$ cat src/rtl/stopwatch_pkg.sv
// stopwatch_pkg: shared state encoding and BCD digit type for the stopwatch
package stopwatch_pkg;
  typedef enum logic [1:0] {IDLE, RUN, LAP, PAUSE} sw_state_t;
  typedef logic [3:0] bcd_t;
  localparam bcd_t BCD_MAX = 4'd9;
endpackage

$ cat src/rtl/bcd_digit.sv
// bcd_digit: one decimal digit counter with synchronous clear and carry out
module bcd_digit
  import stopwatch_pkg::*;
(
  input  logic clk,
  input  logic rstn,
  input  logic clr,
  input  logic inc,
  output bcd_t q,
  output logic carry
);
  assign carry = inc & (q == BCD_MAX);
  // digit register: clear wins, otherwise step 0..9 with rollover on carry
  always_ff @(posedge clk or negedge rstn)
    if (!rstn) q <= '0;
    else if (clr) q <= '0;
    else if (inc) q <= carry ? '0 : q + 4'd1;
endmodule

$ cat src/rtl/stopwatch_ctrl.sv
// stopwatch_ctrl: run/lap/pause FSM, prescaler and lap latch over a two-digit BCD count
module stopwatch_ctrl
  import stopwatch_pkg::*;
#(
  parameter int TICK_DIV = 1000
) (
  input  logic       clk,
  input  logic       rstn,
  input  logic       start_stop,
  input  logic       lap,
  input  logic       clear,
  output logic [3:0] disp_tens,
  output logic [3:0] disp_ones,
  output logic       running,
  output logic       lap_active,
  output logic       wrap
);
  localparam int PW = TICK_DIV > 1 ? $clog2(TICK_DIV) : 1;
  sw_state_t state_q, state_d;
  logic [PW-1:0] pre_q, pre_d;
  bcd_t tens, ones, lat_tens_q, lat_ones_q;
  logic active, tick, clr, lap_cap, ones_carry, wrap_next;
  logic running_q, lap_active_q, wrap_q;
  assign active  = state_q == RUN || state_q == LAP;
  assign tick    = active && pre_q == PW'(TICK_DIV - 1);
  assign clr     = state_q == PAUSE && clear;
  assign lap_cap = state_q == RUN && !start_stop && lap;
  // next state: only commands legal in the current state, clear > start_stop > lap
  always_comb begin
    state_d = state_q;
    case (state_q)
      IDLE:  state_d = start_stop ? RUN : IDLE;
      RUN:   state_d = start_stop ? PAUSE : lap ? LAP : RUN;
      LAP:   state_d = start_stop ? PAUSE : lap ? RUN : LAP;
      PAUSE: state_d = clear ? IDLE : start_stop ? RUN : PAUSE;
    endcase
    pre_d = (clr || tick) ? '0 : active ? pre_q + PW'(1) : pre_q;
  end
  bcd_digit u_ones (.clk(clk), .rstn(rstn), .clr(clr), .inc(tick), .q(ones), .carry(ones_carry));
  bcd_digit u_tens (.clk(clk), .rstn(rstn), .clr(clr), .inc(ones_carry), .q(tens), .carry(wrap_next));
  // state, prescaler, lap latch and registered status outputs
  always_ff @(posedge clk or negedge rstn)
    if (!rstn) begin
      state_q      <= IDLE;
      pre_q        <= '0;
      lat_tens_q   <= '0;
      lat_ones_q   <= '0;
      running_q    <= 1'b0;
      lap_active_q <= 1'b0;
      wrap_q       <= 1'b0;
    end else begin
      state_q      <= state_d;
      pre_q        <= pre_d;
      lat_tens_q   <= lap_cap ? tens : lat_tens_q;
      lat_ones_q   <= lap_cap ? ones : lat_ones_q;
      running_q    <= state_d == RUN || state_d == LAP;
      lap_active_q <= state_d == LAP;
      wrap_q       <= wrap_next;
    end
  assign disp_tens  = lap_active_q ? lat_tens_q : tens;
  assign disp_ones  = lap_active_q ? lat_ones_q : ones;
  assign running    = running_q;
  assign lap_active = lap_active_q;
  assign wrap       = wrap_q;
endmodule

$ cat config.mk
export PLATFORM = sky130hd
export DESIGN_NAME = stopwatch_ctrl
export DESIGN_NICKNAME = d
export VERILOG_FILES = /design/src/rtl/stopwatch_pkg.sv /design/src/rtl/bcd_digit.sv /design/src/rtl/stopwatch_ctrl.sv
export SDC_FILE = /design/constraint.sdc
export NUM_CORES = 1
export LEC_CHECK = 0
export ABC_AREA = 1
export BUFFER_PORTS_ARGS = -buffer_cell sky130_fd_sc_hd__buf_2
export CAP_MARGIN = 25
export CORE_ASPECT_RATIO = 1.75
export CORE_UTILIZATION = 58
export CTS_CLUSTER_DIAMETER = 120
export DETAILED_ROUTE_END_ITERATION = 7
export PLACE_DENSITY_LB_ADDON = 0.15
export SYNTH_ARGS = -nofsm -noshare
export SYNTH_HDL_FRONTEND = slang
export SYNTH_SLANG_ARGS = --single-unit
export TNS_END_PERCENT = 5
$ cat constraint.sdc
create_clock -name clk -period 2.2 [get_ports clk]
set_clock_uncertainty 0.2 [all_clocks]
set_input_delay 0.22 -clock clk [delete_from_list [all_inputs] [get_ports clk]]
set_output_delay 0.22 -clock clk [all_outputs]
set_load 0.05 [all_outputs]
Word level (Yosys, flattened, before mapping)
Cells that the tools add are included.
{ "totals": {"in_bits": 5, "ff_bits": 31, "output_inout_bits": 11, "wordCells": 52} }
{ "op_classes": {"reduce_logical": 12, "bitwise": 2, "n_eq_ne": 8, "addsub": 3, "mux": 18} }
{ "ops": {"columns": ["cell", "n"], "rows": [
  ["$mux 4", 8],
  ["$mux 10", 2],
  ["$mux 2", 6],
  ["$add 10x1->10 const B", 1],
  ["$eq 10x10->1 const B", 1],
  ["$add 4x1->4 const B", 2],
  ["$eq 4x4->1 const B", 2],
  ["$pmux 2 s4", 1],
  ["$eq 2x2->1 const B", 3],
  ["$reduce_bool 2->1", 3],
  ["$eq 2x1->1 const B", 2],
  ["$logic_and 1x1->1", 4],
  ["$logic_or 1x1->1", 3],
  ["$and 1x1->1", 2],
  ["$logic_not 2->1", 1],
  ["$logic_not 1->1", 1],
  ["$mux 1", 1]
]} }

Logic depth before layout (Yosys ltp)
{ "logic_depth": {"ltp_word": 8, "ltp_mapped": 10, "depth_no_buf": 10} }

By module
Synthesis repeated with hierarchy kept, for this count alone.
{ "hier_totals": {"hier_cells": 235, "hier_area_um2": 1805.5} }
{ "by_module_without_submodules": {"columns": ["mod", "seq_area_each_um2", "cells_each", "area_per_inst_um2", "n_inst"], "rows": [
  ["stopwatch_ctrl", 575.6, 159, 1257.5, 1],
  ["bcd_digit", 100.1, 38, 274.0, 2]
]} }

Worst setup path before layout
OpenSTA, ideal clock, no wires.
{ "synth_timing": {"path_kind": "register -> output", "startpoint": "register lap_active_q (netlist: lap_active)", "endpoint": "output port disp_ones[1]", "n_path_buf": 1, "setup_slack_ns": -0.197, "stages_incl_launch_ff": 3, "t_required_ns": 1.780, "t_arrival_ns": 1.977, "path_cell_list": "dfrtp_1 clkbuf_1 o21ai_0"} }
{ "synth_via": {"elab_chain_len": 1} }
{ "synth_rtl": {"columns": ["item", "line_no", "source"], "rows": [
  ["from (decl)", "stopwatch_ctrl.sv:23", "logic running_q, lap_active_q, wrap_q;"],
  ["from (signal assigned)", "stopwatch_ctrl.sv:49", "lap_active_q <= 1'b0;"],
  ["from (signal assigned)", "stopwatch_ctrl.sv:57", "lap_active_q <= state_d == LAP;"],
  ["$mux 4", "stopwatch_ctrl.sv:61", "assign disp_ones = lap_active_q ? lat_ones_q : ones;"],
  ["to (decl)", "stopwatch_ctrl.sv:13", "output logic [3:0] disp_ones,"]
]} }
No other way between the ends.

Worst setup path after layout
{ "layout_timing": {"startpoint": "register state_q[0]", "endpoint": "register u_ones.q[3]"} }
{ "layout_via": {"elab_chain_len": 7, "word_cells_on_any_way": 11, "classes_between": "eq/ne (3); mux (3); bitwise (1); reduce/logical (4)"} }
{ "layout_rtl": {"columns": ["item", "line_no", "source"], "rows": [
  ["from (decl)", "stopwatch_ctrl.sv:19", "sw_state_t state_q, state_d;"],
  ["from (signal assigned)", "stopwatch_ctrl.sv:52", "state_q <= state_d;"],
  ["$eq 2x1->1 / $eq 2x2->1 (equally long branches)", "stopwatch_ctrl.sv:24", "assign active = state_q == RUN || state_q == LAP;"],
  ["$logic_or 1x1->1", "stopwatch_ctrl.sv:24", null],
  ["$logic_and 1x1->1", "stopwatch_ctrl.sv:25", "assign tick = active && pre_q == PW'(TICK_DIV - 1);"],
  ["$and 1x1->1", "bcd_digit.sv:12", "assign carry = inc & (q == BCD_MAX);"],
  ["$mux 4 (2 in series)", "bcd_digit.sv:17", "else if (inc) q <= carry ? '0 : q + 4'd1;"],
  ["$mux 4", "bcd_digit.sv:16", "else if (clr) q <= '0;"],
  ["to (signal assigned)", "bcd_digit.sv:17", null],
  ["to (decl)", "bcd_digit.sv:9", "output bcd_t q,"]
]} }
Parallel ways exist; a longest one is shown, timed or not. The select of a mux whose other input is x is not followed.
A chain may end at the register's enable or synchronous reset.

==> out/metrics.cfg <==
[placed_design]
post-dp-hpwl_um=2572
io_buffers=15
place_congestion=0.9428
pre_cts_ws_ns=0.3102

[synthesis]
yosysWarnings=0
synth_area_per_cell_um2=7.777
synth_seq_area_share_pct=43.00
syn_inst=232
synth_seq_cells=31
synth_nets=247
syn_area_mm2=0.001804
synth.distinct_cells=28

[global_routing]
grt_pass1_wl_um=5540
grt_util_met1_pct=22.58
grt_overflow=0
antenna_found_initial=0
grt_start_max_net_pins=32
top_usage_layer=met2
groute.usage.overall_pct=22.72
use_met2_pct=42.97
met3_usage_pct=4.976
first_global_vias=1363

[routing]
ant_nets=0
vias=1489
wl_um=3345
wl_per_cell_um=11.90
drt_iter0_markers=36
viasPerCell=5.299
drc=0
firstDrtPassIters=6

[critical_path]
worstSetupStartpointType=flop
arrival_ns=1.84
worstRegToRegCells=9
end_kind=flop
critPathKind=reg2reg
cp.required_ns=2.16
critical_path.max_fanout=9

[worst_hold_path]
hold_path_depth=4
min_path_type=in2reg

[timing]
maxSlewViolCount=0
worst_slack_ns=0.3261
timing.setup.tns_ns=0
rsz0062_at_grt=false
max_slew.worst_pin.slew_ns=0.6790
period_needed_ns=1.874
max_freq_mhz=533.7
maxSlewHeadroom_pct=54.73
setup_viol=0
final-hold-violation-count=0
fin_crit_sh_pct=85.18

[pwr]
p_clk_share_pct=23.8
power_uw=1763
power.switching_uw=700.4
p_leak_uw=0.001019
seqPwrFrac_pct=43.5
peakVddDrop_mv=0.8100
swShare_pct=39.74
p_comb_share_pct=32.7
internal_power_uw=1062
p_per_area_mw_per_mm2=886.0

[cts]
cts.sinks=31
clkLatencyLatePin_ns=0.28
cts_resized=0
clkTransAtPathRegs_ns=0.06
cts_max_level=2
cts_made_buffers=5
cts-root-buf=clkbuf_8
clockBufferDepth=2
cts_tree=yes

[run]
drv_cap=0

[layout]
num-nets-final=267
nFillCells=263
final_cell_mix=nand2_1 (58), inv_1 (36), dfrtp_1 (31)
drive_above_1_share_pct=14.62
multi_input_area_um2=864.6
num_antenna_cells=0
final_common_cell=nand2_1
area_growth_pct=10.26
ff_latch_area_um2=775.7

[die]
die-area_mm2=0.003346
start_util_pct=61.62
die_w_um=44.16
die_h_um=75.78
core_mm2=0.002928
row_count=26
pin_count=16

[outcome]
status=finished clean

[Yosys cell counts]
cell,number,area [um^2]
nor2_4,1,11.26
inv_1,36,135.1
nor2_2,3,18.77
a21oi_1,5,25.02
a21oi_2,1,8.760
o211ai_1,1,7.510
nand3_1,11,55.05
inv_6,1,8.760
o21ai_2,3,26.28
xnor2_1,1,8.760
xor2_1,2,17.52
buf_2,1,5.000
buf_4,1,7.510
clkbuf_1,1,3.750
o21ai_1,1,5.000
nand4_1,6,37.54
dfrtp_1,31,775.7
ha_1,10,125.1
nand2_1,58,217.7
nand2_4,1,11.26
nor3_1,7,35.03
nand3b_1,2,15.01
clkinv_1,1,3.750
o21ai_0,23,115.1
nand3_4,1,17.52
nor2_1,18,67.56
nand2_2,3,18.77
nand3_2,2,20.02
[through the flow]
stage	utilization (%)	hold slack (ns)	cell area, um^2	cells
2_1_floorplan	-	-0.2756	1804	232
3_3_place_gp	64.83	0.09935	1898	272
3_5_place_dp	64.83	0.1025	1898	272
4_1_cts	67.95	0.09578	1989	281
5_1_grt	67.95	0.1434	1989	281
6_report	67.95	0.1025	1989	281
[registers in the layout, indices dropped and copies added (netlist names)]
register / flops
pre_q: 10
lat_ones_q: 4
lat_tens_q: 4
u_ones.q: 4
u_tens.q: 4
state_q: 2
lap_active: 1
running: 1
wrap: 1
[critical path, cell delays in order, from the launching register on]
cell     delay (ns)
dfrtp_1        0.37
inv_1          0.07
ha_1           0.46
nand2_2        0.11
nor2_4         0.15
nand3_4        0.11
nand2_4        0.13
inv_6          0.07
nand2_1        0.06
nand2_1        0.05
[worst paths after layout]
path | slack [ns] | endpoint | from
worst max-delay path | 0.33 | u_ones.q[3] | state_q[0]
worst min-delay path | 0.10 | state_q[1] | start_stop
worst max register to register | 0.33 | u_ones.q[3] | state_q[0]
worst min register to register | 0.28 | lat_ones_q[3] | lat_ones_q[3]
max in group asynchronous | 1.05 | state_q[0] | rstn
min in group asynchronous | 0.31 | lat_tens_q[1] | rstn
[routing by layer]
metal  vias up  part of all wire, %
met1       681                   40
met3         9                  2.5
met4         0                  2.9
li1        776                    -
met5         -                    0
met2        23                   54
[cell type report]
| class | instances | area share, % |
|---|---|---|
| Clock buffer | 7 | 3.836 |
| Clock inverter | 1 | 0.2516 |
| Inverter | 38 | 7.421 |
| Multi-Input combinational cell | 160 | 43.46 |
| Sequential cell | 31 | 38.99 |
| Tap cell | 28 | 1.761 |
| Timing Repair Buffer | 16 | 4.277 |
[repair_timing]
action / 4_1_cts / 5_1_grt
endpoints found under the setup margin: 0 / 0
hold buffers: 1 / 0
hold endpoints to repair: 31 / 0
buffers inserted: 0 / 0
[cell families (layout without fill, tap and decap cells)]
group | count (synthesis) | count (layout) | synth area share, %
adder cells (fa/ha/maj) | 10 | 10 | 6.935
AND/OR/NAND/NOR | 113 | 113 | 29.13
buffers and inverters | 41 | 62 | 9.084
AO/OA/AOI/OAI | 34 | 34 | 10.40
XOR/XNOR | 3 | 3 | 1.457
flip-flops | 31 | 31 | 43.00
[power groups by stage]
| stage | Sequential [uW] | Clock, uW | Combinational [uW] |
|---|---|---|---|
| after floorplan | 804 | 0 | 418 |
| after global placement | 775 | 0 | 570 |
| after detailed placement | 779 | 0 | 575 |
| after CTS | 768 | 434 | 581 |
| after global routing | 784 | 460 | 661 |
| final | 767 | 419 | 577 |
No activity file was read; power rests on OpenSTA's default activity.
